## config.mk

```make
export PLATFORM = sky130hd
export DESIGN_NAME = reg_index_encoder
export DESIGN_NICKNAME = d
export VERILOG_FILES = /design/src/rtl/reg_index_encoder.sv
export SDC_FILE = /design/constraint.sdc
export NUM_CORES = 1
export LEC_CHECK = 0
export CAP_MARGIN = 20
export CORE_ASPECT_RATIO = 2
export CORE_MARGIN = 3
export CORE_UTILIZATION = 38
export CTS_CLUSTER_SIZE = 40
export DETAILED_ROUTE_END_ITERATION = 8
export GPL_TIMING_DRIVEN = 0
export HOLD_SLACK_MARGIN = 0.08
export PLACE_DENSITY = 0.6
export REMOVE_ABC_BUFFERS = 1
export SETUP_SLACK_MARGIN = 0.5
export SYNTH_ARGS = -nofsm -noshare
export SYNTH_HDL_FRONTEND = slang
export SYNTH_SLANG_ARGS = --single-unit
```

## constraint.sdc

```tcl
create_clock -name clk -period 3.3 [get_ports clk]
set_input_delay 0.33 -clock clk [delete_from_list [all_inputs] [get_ports clk]]
set_output_delay 0.33 -clock clk [all_outputs]
set_load 0.05 [all_outputs]
```

## src/rtl/reg_index_encoder.sv

```systemverilog
// reg_index_encoder: captures a request vector and emits each set bit's index, lowest first.
// Defining ENC_ONEHOT_EN adds out_onehot, the decoded form of out_idx.
module reg_index_encoder #(
    parameter int N_IN  = 32,
    parameter int IDX_W = $clog2(N_IN)
) (
    input  logic             clk,
    input  logic             rst_n,
    input  logic             flush,
    input  logic             in_valid,
    output logic             in_ready,
    input  logic [N_IN-1:0]  in_vec,
    output logic             out_valid,
    input  logic             out_ready,
    output logic [IDX_W-1:0] out_idx,
    output logic             out_last,
`ifdef ENC_ONEHOT_EN
    output logic [N_IN-1:0]  out_onehot,
`endif
    output logic             busy
);
    typedef enum logic {IDLE, EMIT} state_t;
    state_t st;
    logic [N_IN-1:0] pend;
    logic [IDX_W-1:0] low;
    always_comb begin
        low = '0;
        for (int i = N_IN - 1; i >= 0; i--) if (pend[i]) low = IDX_W'(i);
    end
    assign out_idx  = out_valid ? low : '0;
    assign out_last = out_valid && ((pend & (pend - N_IN'(1))) == '0);
`ifdef ENC_ONEHOT_EN
    assign out_onehot = out_valid ? (N_IN'(1) << out_idx) : '0;
`endif
    // in_ready stays low through reset and rises on the first edge after release
    always_ff @(posedge clk or negedge rst_n) begin
        if (!rst_n) begin
            st        <= IDLE;
            pend      <= '0;
            in_ready  <= 1'b0;
            out_valid <= 1'b0;
            busy      <= 1'b0;
        end else if (flush) begin
            st        <= IDLE;
            pend      <= '0;
            in_ready  <= 1'b1;
            out_valid <= 1'b0;
            busy      <= 1'b0;
        end else if (st == IDLE) begin
            in_ready <= 1'b1;
            if (in_valid && in_ready && in_vec != '0) begin
                st        <= EMIT;
                pend      <= in_vec;
                in_ready  <= 1'b0;
                out_valid <= 1'b1;
                busy      <= 1'b1;
            end
        end else if (out_ready) begin
            pend[out_idx] <= 1'b0;
            if (out_last) begin
                st        <= IDLE;
                in_ready  <= 1'b1;
                out_valid <= 1'b0;
                busy      <= 1'b0;
            end
        end
    end
endmodule
```

Word level (Yosys, flattened, before mapping)
Cells that the tools add are included.
{"block": "word_totals", "register_bits": 35, "word_cells": 76}
{"block": "classes", "addsub": 1, "n_lt_le_gt_ge": 2, "n_eq_ne": 2, "muxes": 54, "n_bitwise": 3, "n_reduce_logical": 10}
{"operator": "two-way mux 5 bit", "count": 33}
{"operator": "two-way mux 32 bit", "count": 4}
{"operator": "AND 32 bit", "count": 2}
{"operator": "zero test 32 bit", "count": 1}
{"operator": "inverter 32 bit", "count": 1}
{"operator": "nonzero test 32 bit", "count": 1}
{"operator": "subtractor 32 x 1 -> 32 bit (second input constant)", "count": 1}
{"operator": "two-way mux 1 bit", "count": 16}
{"operator": "< comparator 5 x 6 -> 1 bit (second input constant)", "count": 1}
{"operator": "inequality test 3 bit (second input constant)", "count": 2}
{"operator": "demux 1 bit (select 5 bit)", "count": 1}
{"operator": ">= comparator 5 x 1 -> 1 bit (second input constant)", "count": 1}
{"operator": "logical AND 1 bit", "count": 4}
{"operator": "AND reduction 2 bit", "count": 2}
{"operator": "AND reduction 3 bit", "count": 1}
{"operator": "nonzero test 3 bit", "count": 1}

Depth between registers and ports, before layout
{"block": "depth", "ltp_word": 42, "depth_mapped": 9, "mapped_depth_nobuf": 7}

Worst setup path before layout
No wires, ideal clock.
{"block": "synth_timing", "kind": "flip-flop to output port", "start": "register pend[10]", "end": "output out_last", "arrival_ps": 2689, "path_slack_ps": 281, "stages_incl_launch_ff": 9, "n_path_buf": 2, "path_cell_list": "dfrtp_1 > buf_6 > or4_4 > or4b_4 > buf_6 > o32ai_4 > o221ai_2 > nor4_2 > and2_2"}
{"block": "synth_between", "elab_chain_len": 4}
{"element": "start: declaration", "line": "24", "text": "logic [N_IN-1:0] pend;"}
{"element": "start signal: assignment", "line": "53", "text": "pend <= in_vec;"}
{"element": "subtractor 32 x 1 -> 32 bit", "line": "31", "text": "assign out_last = out_valid && ((pend & (pend - N_IN'(1))) == '0);"}
{"element": "AND 32 bit *", "line": "31"}
{"element": "zero test 32 bit *", "line": "31"}
{"element": "logical AND 1 bit *", "line": "31"}
{"element": "end: declaration", "line": "16", "text": "output logic out_last,"}
Mark *: on every way between the ends. The rest lies on a longest branch, timed or not.

Worst setup path after layout
{"block": "layout_timing", "start": "register pend[6]", "end": "output out_last"}
Same word-level chain as after synthesis.

==> results_dict.tcl <==
set metrics [dict create \
    core_um2 6360 \
    r2r_start "pend[6]$_DFFE_PN0P_" \
    synth.avg_cell_area_um2 8.59 \
    place_congestion 0.936 \
    cts_sinks 35 \
    grt_pass1_wl_um 15400 \
    fin_area_um2 3530 \
    placed_area_um2 3020 \
    synth-main-ff-cell "dfrtp_1" \
    path_max_fanout 6 \
    start_kind "flip-flop" \
    cp.required_ns 2.97 \
    synth_top_area_share_pct 35.1 \
    cp_slowest_cell "or4b_4" \
    slew_headroom_pct 35.9 \
    firstDrtPassIters 4 \
    synth_edf_count 0 \
    seq_area_um2 888 \
    rows 41 \
    multi_input_area_um2 1710 \
    status "completed" \
    antenna_found_initial 0 \
    cts.htree.levels 2 \
    final_hold_viol_count 0 \
    ir_drop_mv 0.343 \
    synth_area_leaders "dfrtp_1 (35%), a32o_1 (11%), nor4_1 (4.5%)" \
    synth_top_family_by_area "simple AND/OR/NAND/NOR gates" \
    netlist_area_um2 2500 \
    ios 46 \
    viasPerCell 6.33 \
    first_global_vias 2798 \
    worst_pin_slew_ns 0.953 \
    hp-class "in2async" \
    reg2reg_depth 9 \
    drv_slew 0 \
    power.internal_mw 1.12 \
    yosysUniqueCellTypes 52 \
    crit_type "reg2out" \
    async_flop_share_pct 100 \
    worstReg2RegEnd "st$_DFF_PN0_" \
    insertion_delay_ns 0.29 \
    grt_setup_unrepaired "yes" \
    muxShareOfSynthArea_pct 0 \
    cts_root_buf "clkbuf_16" \
    p_sw_mw 0.653 \
    num_antenna_cells 0 \
    placement.io_buffers 45 \
    drt-wirelength-per-cell_um 22.6 \
    vias 2780 \
    p_clk_share_pct 30.7 \
    overflow 0 \
    area_growth_pct 41.3 \
    worstPathArrival_ns 2.92 \
    cts_buffers 5 \
    path_cells "or4_4, or4b_4, buf_6, a21oi_2, o221ai_2, nor4_4, and2_4, buf_8" \
    drt_drc_violations_left 0 \
    final_common_cell "clkdlybuf4s50_1" \
    synth.ff_latch_count 35 \
    report.final.setup_viol 0 \
    ys.warnings.count 0 \
    yosysTopAreaCell "dfrtp_1" \
    final_cells 439 \
    die_h_um 121 \
    cpPeakStageDelay_ns 0.60 \
    finalSetupTns_ns 0 \
    routed_wl_um 9940 \
    mostFrequentLayoutCells "clkdlybuf4s50_1 (38), a32o_1 (28), nor2_1 (26), dfrtp_1 (25), buf_4 (22)" \
    path_clk_slew_ns 0.06 \
    cts_tree "yes" \
    clock.fmax_ghz 0.308 \
    dp_hpwl_um 7270 \
    p_leak_nw 1.31 \
    die_area_um2 7640 \
    synth-xor-area-share_pct 0 \
    final_layout_size_suffix_gt1_share_pct 25.2 \
    power_mw 1.78 \
    fin_nets 389 \
    yosysSeqAreaShare_pct 35.1 \
    powerDensity_nw_per_um2 503 \
    grt_max_degree 36 \
    endpoint_kind "primary output" \
    seqPwrFrac_pct 30.8 \
    p_comb_share_pct 38.5 \
    grt_util_all_layers_pct 26.7 \
    ant_nets 0 \
    synth_compound_area_share_pct 29.9 \
    drt_iter0_markers 228 \
    synth-simple-area-share_pct 30.2 \
    num-fill-cells 608 \
    clk_path_buf_depth 2 \
    rrSetupSlack_ns 0.39 \
    period_minus_slack_ns 3.25 \
    start_util_pct 39.3 \
    final.period_utilization_pct 98.4 \
    cap_violations 0 \
    skew_ns 0.00666 \
    synth_cells 291 \
    synth_fa_ha_area_share_pct 0.401 \
    switching_share_pct 36.8 \
    dp_cells 412 \
    die_w_um 63.3 \
]
==> cell usage after synthesis (2+ instances only) <==
| master | n |
|---|---|
| a211oi_1 | 7 |
| a21oi_1 | 10 |
| a221o_1 | 2 |
| a22oi_1 | 2 |
| a31oi_1 | 4 |
| a32o_1 | 28 |
| and2_1 | 4 |
| and3_1 | 2 |
| buf_6 | 2 |
| clkbuf_1 | 10 |
| dfrtp_1 | 35 |
| inv_1 | 10 |
| nand2_1 | 21 |
| nand2b_1 | 6 |
| nand3_1 | 15 |
| nand3b_1 | 5 |
| nand4_1 | 6 |
| nand4b_1 | 2 |
| nor2_1 | 27 |
| nor2b_1 | 4 |
| nor3_1 | 9 |
| nor4_1 | 18 |
| o211ai_1 | 3 |
| o21a_1 | 2 |
| o21ai_0 | 16 |
| o21bai_1 | 2 |
| o221ai_1 | 2 |
| o22ai_1 | 2 |
| o41ai_1 | 2 |
| or2_2 | 4 |
| or3_1 | 4 |
| or4_1 | 4 |
| or4_4 | 2 |
==> logic make-up after synthesis <==
group / after synthesis
flops: 35
simple gates: 138
fa+ha+maj: 1
compound gates: 93
buf+inv: 24
==> critical path: cells and delay by family, from the launching register on <==
family | cells | cell delay (ns)
compound gates | 2 | 0.27
buf+inv | 2 | 0.31
flops | 1 | 0.44
simple gates | 4 | 1.60
==> flip-flops by register name, indices dropped and copies added, names as in the netlist <==
register	cells
busy	1
in_ready	1
pend	32
st	1
==> worst max path at each step <==
stage	startpoint	end
2_1_floorplan	in_ready$_DFFE_PN0P_	pend[6]$_DFFE_PN0P_
3_3_place_gp	in_vec[0]	pend[6]$_DFFE_PN0P_
3_5_place_dp	pend[12]$_DFFE_PN0P_	out_last
4_1_cts	pend[13]$_DFFE_PN0P_	out_last
5_1_grt	pend[6]$_DFFE_PN0P_	out_last
6_report	pend[6]$_DFFE_PN0P_	out_last
==> per-stage QoR <==
stage / hold slack, ns / worst slack [ns] / utilization (%)
floorplan: 0.0344 / -0.214 / -
global placement: 0.527 / -2.39 / 46.9
global route: 0.198 / -0.00913 / 55.5
finish: 0.138 / 0.0540 / 55.5
detailed placement: 0.474 / -0.679 / 47.4
CTS: 0.168 / 0.0521 / 53.5
==> area by class of cell <==
type,instances,area share [%]
Clock buffer,5,3.54
Clock inverter,3,1.24
Inverter,10,1.06
Multi-Input combinational cell,232,48.5
Sequential cell,35,25.2
Tap cell,86,3.05
Timing Repair Buffer,68,17.5
==> power by group through the flow <==
stage | clock, mW | sequential [mW] | combinational, mW
after floorplan | 0 | 0.535 | 0.338
after global placement | 0 | 0.551 | 0.529
after detailed placement | 0 | 0.552 | 0.533
after CTS | 0.554 | 0.541 | 0.626
after global routing | 0.572 | 0.551 | 0.734
final | 0.546 | 0.546 | 0.684
==> layer usage <==
| layer | up-vias | wire [µm] | track usage (%) |
|---|---|---|---|
| met5 | - | 0 | 0 |
| met4 | 0 | 815 | 23.5 |
| met3 | 37 | 329 | 2.88 |
| met2 | 97 | 5260 | 45.3 |
| met1 | 1359 | 3530 | 28.5 |
| li1 | 1287 | - | - |
==> timing repair <==
| item | 4_1_cts | 5_1_grt |
|---|---|---|
| cloned | 0 | 0 |
| endpoints found under the hold margin | 0 | 0 |
| pin swaps | 8 | 4 |
| resized for setup | 58 | 28 |
| buffers inserted | 15 | 4 |
| endpoints found under the setup margin | 38 | 35 |
| hold buffers | 0 | 0 |
Power figures use the tool's default switching activity.
